===== config.mk =====
export PLATFORM = sky130hd
export DESIGN_NAME = kgp_prefix_adder_pipe
export DESIGN_NICKNAME = d
export VERILOG_FILES = /design/src/rtl/adder_pkg.sv /design/src/rtl/kgp_rd_cell.sv /design/src/rtl/kgp_prefix_adder_pipe.sv
export SDC_FILE = /design/constraint.sdc
export NUM_CORES = 1
export LEC_CHECK = 0
export ABC_AREA = 1
export CAP_MARGIN = 25
export CORE_MARGIN = 1
export CORE_UTILIZATION = 60
export CTS_CLUSTER_DIAMETER = 80
export CTS_CLUSTER_SIZE = 28
export DETAILED_ROUTE_END_ITERATION = 12
export PLACE_DENSITY = 0.86
export REMOVE_ABC_BUFFERS = 1
export SYNTH_ARGS = -nofsm -noshare
export SYNTH_HDL_FRONTEND = slang
export SYNTH_SLANG_ARGS = --single-unit

===== constraint.sdc =====
create_clock -name clk -period 1.59 [get_ports clk]
set_input_delay 0.159 -clock clk [delete_from_list [all_inputs] [get_ports clk]]
set_output_delay 0.159 -clock clk [all_outputs]
set_load 0.02 [all_outputs]

===== src/rtl/adder_pkg.sv =====
// KGP encodings, prefix-level arithmetic and pipeline depth derivation for the prefix adder.
// No state; helpers are evaluated at elaboration time.
package adder_pkg;

  typedef logic [1:0] kgp_t;

  localparam kgp_t KGP_K = 2'b00;
  localparam kgp_t KGP_G = 2'b11;
  localparam kgp_t KGP_P = 2'b10;

  function automatic int clog2(input int v);
    int r;
    r = 0;
    for (int i = 0; i < 31; i++) begin
      if ((1 << i) < v) r = i + 1;
    end
    return r;
  endfunction

  // One operand-capture stage plus enough stages to cover every prefix level.
  function automatic int calc_nstg(input int width, input int lvl_per_stg);
    return 1 + (clog2(width + 1) + lvl_per_stg - 1) / lvl_per_stg;
  endfunction

endpackage


===== src/rtl/kgp_rd_cell.sv =====
// Kogge-Stone prefix node: a propagating high span defers to the low span.
// Purely combinational, no handshake.
module kgp_rd_cell
  import adder_pkg::*;
(
  input  kgp_t high,
  input  kgp_t low,
  output kgp_t res
);

  assign res = (high == KGP_P) ? low : high;

endmodule


===== src/rtl/kgp_prefix_adder_pipe.sv =====
// Pipelined Kogge-Stone KGP adder/subtractor; result valid NSTG-1 edges after acceptance.
// Backpressure: out_ready low freezes every stage and drops in_ready; bubbles travel with data.
module kgp_prefix_adder_pipe
  import adder_pkg::*;
#(
  parameter int WIDTH       = 8,
  parameter int LVL_PER_STG = 2
) (
  input  logic             clk,
  input  logic             rst_n,
  input  logic             in_valid,
  output logic             in_ready,
  input  logic [WIDTH-1:0] a,
  input  logic [WIDTH-1:0] b,
  input  logic             cin,
  input  logic             sub,
  output logic             out_valid,
  input  logic             out_ready,
  output logic [WIDTH-1:0] sum,
  output logic             cout,
  output logic             ovf
);

  localparam int L    = clog2(WIDTH + 1);
  localparam int NSTG = calc_nstg(WIDTH, LVL_PER_STG);
  localparam int NMID = NSTG - 1;

  typedef kgp_t [WIDTH:0] kvec_t;

  typedef struct packed {
    logic [WIDTH-1:0] hx;
    logic             msb_same;
    logic             a_msb;
  } side_t;

  logic             stall;
  logic [WIDTH-1:0] b_eff;
  logic             c0;
  kvec_t            kgp_in;
  side_t            side_in;

  logic [NMID-1:0]  vld_q;
  kvec_t            pf_q   [NMID];
  side_t            side_q [NMID];
  kvec_t            pf_res [NMID];

  logic [WIDTH-1:0] sum_d;
  logic             cout_d;
  logic             ovf_d;

  assign stall    = out_valid & ~out_ready;
  assign in_ready = ~stall;

  assign b_eff = sub ? ~b : b;
  assign c0    = sub | cin;

  // Position 0 carries c0; positions 1..WIDTH hold the operand bits.
  always_comb begin
    kgp_in    = '0;
    kgp_in[0] = c0 ? KGP_G : KGP_K;
    for (int i = 0; i < WIDTH; i++) begin
      kgp_in[i+1] = {a[i] | b_eff[i], a[i] & b_eff[i]};
    end
  end

  always_comb begin
    side_in          = '0;
    side_in.hx       = a ^ b_eff;
    side_in.msb_same = (a[WIDTH-1] == b_eff[WIDTH-1]);
    side_in.a_msb    = a[WIDTH-1];
  end

  // Stage r applies levels r*LVL_PER_STG onward; levels beyond L pass straight through.
  for (genvar r = 0; r < NMID; r++) begin : g_stg
    for (genvar m = 0; m <= LVL_PER_STG; m++) begin : g_lvl
      kvec_t v;
      if (m == 0) begin : g_src
        assign v = pf_q[r];
      end else begin : g_red
        localparam int J = r * LVL_PER_STG + m - 1;
        for (genvar i = 0; i <= WIDTH; i++) begin : g_pos
          if (J < L && i >= (1 << J)) begin : g_cell
            kgp_rd_cell u_cell (
              .high (g_lvl[m-1].v[i]),
              .low  (g_lvl[m-1].v[i-(1<<J)]),
              .res  (v[i])
            );
          end else begin : g_pass
            assign v[i] = g_lvl[m-1].v[i];
          end
        end
      end
    end
    assign pf_res[r] = g_lvl[LVL_PER_STG].v;
  end

  // Fully resolved prefixes are G or K only: G means a carry into that bit.
  always_comb begin
    sum_d = '0;
    for (int i = 0; i < WIDTH; i++) begin
      sum_d[i] = side_q[NMID-1].hx[i] ^ (pf_res[NMID-1][i] == KGP_G);
    end
    cout_d = (pf_res[NMID-1][WIDTH] == KGP_G);
    ovf_d  = side_q[NMID-1].msb_same & (sum_d[WIDTH-1] != side_q[NMID-1].a_msb);
  end

  always_ff @(posedge clk or negedge rst_n) begin
    if (!rst_n) begin
      vld_q     <= '0;
      for (int r = 0; r < NMID; r++) begin
        pf_q[r]   <= '0;
        side_q[r] <= '0;
      end
      out_valid <= 1'b0;
      sum       <= '0;
      cout      <= 1'b0;
      ovf       <= 1'b0;
    end else if (!stall) begin
      vld_q[0]  <= in_valid;
      pf_q[0]   <= kgp_in;
      side_q[0] <= side_in;
      for (int r = 1; r < NMID; r++) begin
        vld_q[r]  <= vld_q[r-1];
        pf_q[r]   <= pf_res[r-1];
        side_q[r] <= side_q[r-1];
      end
      out_valid <= vld_q[NMID-1];
      sum       <= sum_d;
      cout      <= cout_d;
      ovf       <= ovf_d;
    end
  end

endmodule


==> impl_metrics.tcl, run 1 <==
set metrics [dict create \
    routed_wl_mm 6.25 \
    die_area_mm2 0.00558 \
    period_needed_ns 1.48 \
    first_pass_iters 8 \
    worst_ir_drop_vdd_v 0.000749 \
    fin_crit_sh 0.929 \
    drive_gt1_frac 0.0672 \
    startpoint_type "register" \
    finalInstanceArea_mm2 0.00379 \
    path_class "reg -> out" \
    final_cell_mix "nand2_1 (104), dfrtp_1 (67), inv_1 (45), o21ai_0 (45), clkdlybuf4s50_1 (31)" \
    drt_first_iter_violations 250 \
    pwr-share-clk 0.207 \
    slew_viol_final 0 \
    p_int_uw 3880 \
    critical_path.max_stage_delay_ns 0.61 \
    clk_pin_slew_ns 0.07 \
    n_antenna_cell 0 \
    ios 34 \
    crit_chain "clkdlybuf4s50_1" \
    gp_congestion 0.801 \
    p_switching_uw 2270 \
    slowest_stage "clkdlybuf4s50_1" \
    power_frac_comb 0.355 \
    yosysTopAreaCell "dfrtp_1" \
    clock-sinks 67 \
    critical_path_required_ns 1.43 \
    ys_types 24 \
    finClkSkew_ns 0.00466 \
    r2r-start "out_valid" \
    hold_viol 0 \
    yosysTopAreaCellShare 0.529 \
    dpl.hpwl_mm 4.11 \
    setup-violations-final 0 \
    grt_overflow 0 \
    vias_per_cell 5.23 \
    root_buffer "clkbuf_8" \
    grt_usage 0.256 \
    avgSynthCellArea_um2 8.79 \
    cts_tree "yes" \
    synth_seq_cells 67 \
    pwr-share-seq 0.439 \
    antenna_found_initial 0 \
    netlist_area_mm2 0.00317 \
    design.core.area_mm2 0.00511 \
    clock_latency_ns 0.35 \
    crit_family "buffers and inverters" \
    placed_area_mm2 0.00361 \
    slew_headroom 0.706 \
    nNetsFinal 435 \
    crit_buf_inv 1 \
    worst_slew_pin_slew_ns 0.436 \
    yosysSeqAreaShare 0.529 \
    powerDensity_mw_per_mm2 1620 \
    post_drt_wl_per_cell_um 13.2 \
    critical_path_arrival_ns 1.32 \
    htreeDepth 3 \
    grt_max_degree 68 \
    synth_area_leaders "dfrtp_1 (53%), nand2_1 (12%), o21ai_0 (7.1%)" \
    setup_slack_ns 0.114 \
    crit_fanout 2 \
    syn_inst 361 \
    rsz0062_at_grt "no" \
    run_status "completed" \
    r2r_slack_ns 0.36 \
    io_buffers 33 \
    die-height_um 74.7 \
    dp_slack_ns -0.0173 \
    die_width_um 74.7 \
    vias 2470 \
    p_leak_uw 0.00189 \
    r2r_end "g_stg[1].g_lvl[0].v[16]" \
    layout_commonest_cell "nand2_1" \
    placementRows 26 \
    post_cts_resized 0 \
    yosysWarnings 0 \
    clk_path_buf_depth 2 \
    hp-class "in -> async" \
    grt_pass1_vias 2363 \
    ant_nets 0 \
    cap_violations 0 \
    syn2layout_area_growth_pct 19.6 \
    worstSetupEndpointType "output port" \
    numCtsBuffers 9 \
    holdBufCountCts 1 \
    swShare 0.369 \
    ff2ff_path_depth 7 \
    post_cts_buffers 0 \
    drc 0 \
    start_util 0.621 \
    grt_pass1_wl_mm 10.5 \
    fmax_mhz 677 \
]
## area by class of cell
cell class	instances	area, µm²
inverter	46	173
clock inverter	2	10.0
timing repair buffer	40	453
clock buffer	14	163
tap	70	87.6
sequential	67	1680
fill	382	1310
multi-input combinational	233	1230
## synthesized netlist by cell type
cell type	count
inv_1	45
a31oi_1	4
nor2_4	1
xor2_1	10
nand3_1	9
or2_2	1
ha_1	16
a211oi_2	1
o22ai_1	1
a21oi_1	11
buf_2	9
buf_4	2
dfrtp_1	67
nor2_1	17
o21ai_0	45
clkbuf_1	2
inv_2	1
xnor2_1	3
mux2i_1	1
nand2_1	104
o211ai_1	3
o211ai_2	2
buf_6	2
o21ai_1	4
## power groups by stage
stage / combinational [µW] / sequential, µW / clock (µW)
CTS: 2190 / 2700 / 1290
floorplan: 1200 / 2800 / 0
global route: 2460 / 2770 / 1360
finish: 2180 / 2700 / 1270
detailed placement: 2150 / 2720 / 0
global placement: 2070 / 2690 / 0
## routing by layer
layer	GRT usage	up-vias	routed length (µm)
met5	0	-	0
met4	0.126	0	176
met3	0.0576	18	242
met2	0.402	61	3080
met1	0.338	1178	2750
li1	-	1213	-
## tightest hold or removal path, stage by stage
cell and delay [ns]:
dlygate4sd3_1 0.52, buf_2 0.13, buf_12 0.30
## per-stage QoR
step	cells	hold WS [ns]	TNS (ns)	utilization	total power, µW
2_1_floorplan	346	-0.137	-26.54	-	4000
3_3_place_gp	455	0.199	0	0.707	4750
3_5_place_dp	455	0.213	-0.0275	0.707	4880
4_1_cts	472	0.381	0	0.743	6180
5_1_grt	472	0.401	0	0.743	6590
6_report	472	0.361	0	0.743	6150
## flip-flops by register name, summed over array words and instances, names as in the netlist
signal	cells
sum	8
side_q	20
cout	1
out_valid	1
ovf	1
g_stg.g_lvl.v	34
vld_q	2
## kinds of logic after synthesis
family,count (synthesis),synth area share
adders and majority gates,16,0.0631
muxes,1,0.00316
and+or+nand+nor,132,0.163
DFF,67,0.529
buffers and inverters,61,0.0828
xor gates and xnor gates,13,0.0359
AOI/OAI and AO/OA,71,0.123
## worst max path at each step
stage | from | end | cells past startpoint
after floorplan | out_valid | g_stg[1].g_lvl[0].v[14] | 5
after global placement | sub | side_q[13] | 7
after detailed placement | sub | side_q[13] | 7
after CTS | out_valid | in_ready | 5
after global routing | out_valid | in_ready | 5
final | sum[6] | sum[6] | 1
No activity file was read; power rests on OpenSTA's default activity.
==> run 2, diff against run 1 <==
--- a/config.mk
+++ b/config.mk
@@ -10,7 +10,6 @@
 export CORE_MARGIN = 1
 export CORE_UTILIZATION = 60
 export CTS_CLUSTER_DIAMETER = 80
-export CTS_CLUSTER_SIZE = 28
 export DETAILED_ROUTE_END_ITERATION = 12
 export PLACE_DENSITY = 0.86
 export REMOVE_ABC_BUFFERS = 1
==> results of run 2 <==
The final DEF is identical to that of run 1; final timing and power are the same.
==> run 3, diff against run 2 <==
--- a/config.mk
+++ b/config.mk
@@ -7,12 +7,12 @@
 export LEC_CHECK = 0
 export ABC_AREA = 1
 export CAP_MARGIN = 25
-export CORE_MARGIN = 1
 export CORE_UTILIZATION = 60
 export CTS_CLUSTER_DIAMETER = 80
 export DETAILED_ROUTE_END_ITERATION = 12
-export PLACE_DENSITY = 0.86
+export PLACE_DENSITY = 0.85
 export REMOVE_ABC_BUFFERS = 1
 export SYNTH_ARGS = -nofsm -noshare
 export SYNTH_HDL_FRONTEND = slang
+export SYNTH_HIERARCHICAL = 1
 export SYNTH_SLANG_ARGS = --single-unit
==> impl_metrics.tcl, run 3 <==
set metrics [dict create \
    run_status "completed" \
    yosysWarnings 6 \
    root_buffer "clkbuf_8" \
    post_cts_buffers 0 \
    crit_fanout 2 \
    hold_viol 0 \
    final_cell_mix "nand2_1 (200), dfrtp_1 (67), inv_1 (63)" \
    clk_pin_slew_ns 0.07 \
    io_buffers 33 \
    crit_buf_inv 1 \
    layout_commonest_cell "nand2_1" \
    antenna_found_initial 0 \
    syn2layout_area_growth_pct 19.4 \
    path_class "reg -> out" \
    critical_path.max_stage_delay_ns 0.61 \
    worst_ir_drop_vdd_v 0.000861 \
    ant_nets 0 \
    synth_area_leaders "dfrtp_1 (49%), nand2_1 (22%), inv_1 (7.0%)" \
    die_width_um 77.3 \
    fin_crit_sh 0.924 \
    largest_reg_flops 34 \
    grt_max_degree 81 \
    yosysSeqAreaShare 0.493 \
    avgSynthCellArea_um2 7.55 \
    finalSetupTns_ns 0 \
    worst_slew_pin_slew_ns 0.365 \
    total_power_uw 6530 \
    grt_pass1_vias 2773 \
    fmax_mhz 681 \
    powerDensity_mw_per_mm2 1610 \
    design.core.area_mm2 0.00547 \
    clock_latency_ns 0.34 \
    yosysTopAreaCell "dfrtp_1" \
    die_area_mm2 0.00597 \
    first_pass_iters 4 \
    setup-violations-final 0 \
    drc 0 \
    final_util 0.741 \
    startpoint_type "register" \
    placementRows 27 \
    syn_inst 450 \
    yosysTopAreaCellShare 0.493 \
    ys_types 17 \
    finClkSkew_ns 0.00567 \
    n_antenna_cell 0 \
    slew_viol_final 0 \
    gp_congestion 0.809 \
    fillers 438 \
    grt_overflow 0 \
    synth_seq_cells 67 \
    nNetsFinal 528 \
    grt_usage 0.262 \
    setup_slack_ns 0.121 \
    worstSetupEndpointType "output port" \
    critical_path_arrival_ns 1.31 \
    period_needed_ns 1.47 \
    clk_path_buf_depth 2 \
    cts_tree "yes" \
    synth-edff-count 0 \
    routed_wl_mm 6.88 \
    slowest_stage "clkdlybuf4s50_1" \
    htreeDepth 3 \
    clock-sinks 67 \
    critical_path_required_ns 1.43 \
    netlist_area_mm2 0.00340 \
    start_util 0.621 \
    synth.most_common_cell "nand2_1" \
    crit_family "buffers and inverters" \
    ios 34 \
    hold_ws_ns 0.348 \
    synth_commonest_cells "nand2_1 (200), dfrtp_1 (67), inv_1 (63)" \
    die-height_um 77.3 \
    drt_first_iter_violations 191 \
    ys_async_sr_fraction 1.00 \
    rsz0062_at_grt "no" \
    numCtsBuffers 9 \
    drive_gt1_frac 0.0545 \
    hp-class "in -> reg" \
    vias 2765 \
    crit_chain "clkdlybuf4s50_1" \
    slew_headroom 0.756 \
    p_leak_uw 0.00224 \
    grt_pass1_wl_mm 12.1 \
    post_drt_wl_per_cell_um 12.1 \
    dpl.hpwl_mm 4.72 \
    synth-main-ff-cell "dfrtp_1" \
    vias_per_cell 4.88 \
    dp_slack_ns -0.162 \
    cap_violations 0 \
]
[run 3: cell count changes after synthesis, moves of 3 or more]
cell	delta
inv_1	+18
o21ai_0	-32
xor2_1	+3
o211ai_1	-3
o21ai_1	+5
a31oi_1	-3
nand2_1	+96
nor2_1	+28
nand3_1	-6
buf_2	+3
a21oi_1	-11
[run 3: timing repair]
action,in CTS,in global routing
hold endpoints to repair,67,0
hold buffers,1,0
gates resized for setup,1,0
setup endpoints to repair,1,0
[run 3: area by class of cell]
type | instances | area (µm²) | area share
clock buffer | 15 | 186 | 0.0459
clock inverter | 1 | 5.00 | 0.00123
inverter | 64 | 240 | 0.0592
multi-input combinational | 305 | 1410 | 0.347
sequential | 67 | 1680 | 0.413
tap | 72 | 90.1 | 0.0222
timing repair buffer | 43 | 452 | 0.111
[run 3: through the flow]
step	area, µm²	instances
2_1_floorplan	3320	436
3_5_place_dp	3860	550
3_3_place_gp	3860	550
4_1_cts	4060	567
5_1_grt	4060	567
6_report	4060	567
[run 3: kinds of logic (layout without fill, tap and decap cells)]
kind of cell | Yosys count | count (layout) | synth area share
fa+ha+maj | 16 | 16 | 0.0589
simple gates | 250 | 250 | 0.280
flops | 67 | 67 | 0.493
xor+xnor | 15 | 15 | 0.0386
buf+inv | 78 | 123 | 0.0927
compound gates | 24 | 24 | 0.0364
[run 3: final timing paths]
path / from / endpoint / slack (ns) / cells after the start
max: ovf / ovf / 0.12 / 1
min: in_valid / vld_q[0] / 0.35 / 3
max reg2reg: out_valid / side_q[19] / 0.30 / 5
min reg2reg: vld_q[1] / out_valid / 0.45 / 2
max in group asynchronous: rst_n / g_stg[0].g_lvl[0].v[11] / 0.92 / 3
min in group asynchronous: rst_n / sum[0] / 0.36 / 3
[run 3: power by group]
| group | switching (µW) | total [µW] | internal (µW) |
|---|---|---|---|
| Sequential | 491 | 2830 | 2340 |
| Clock | 603 | 1340 | 736 |
| Combinational | 1380 | 2360 | 971 |
| Total | 2480 | 6530 | 4050 |
[run 3: per-layer routing]
layer,global-route usage,vias to the layer above,wire (µm)
met3,0.0607,12,244
met2,0.438,50,3410
met4,0.121,0,177
met5,0,-,0
li1,-,1401,-
met1,0.321,1302,3050
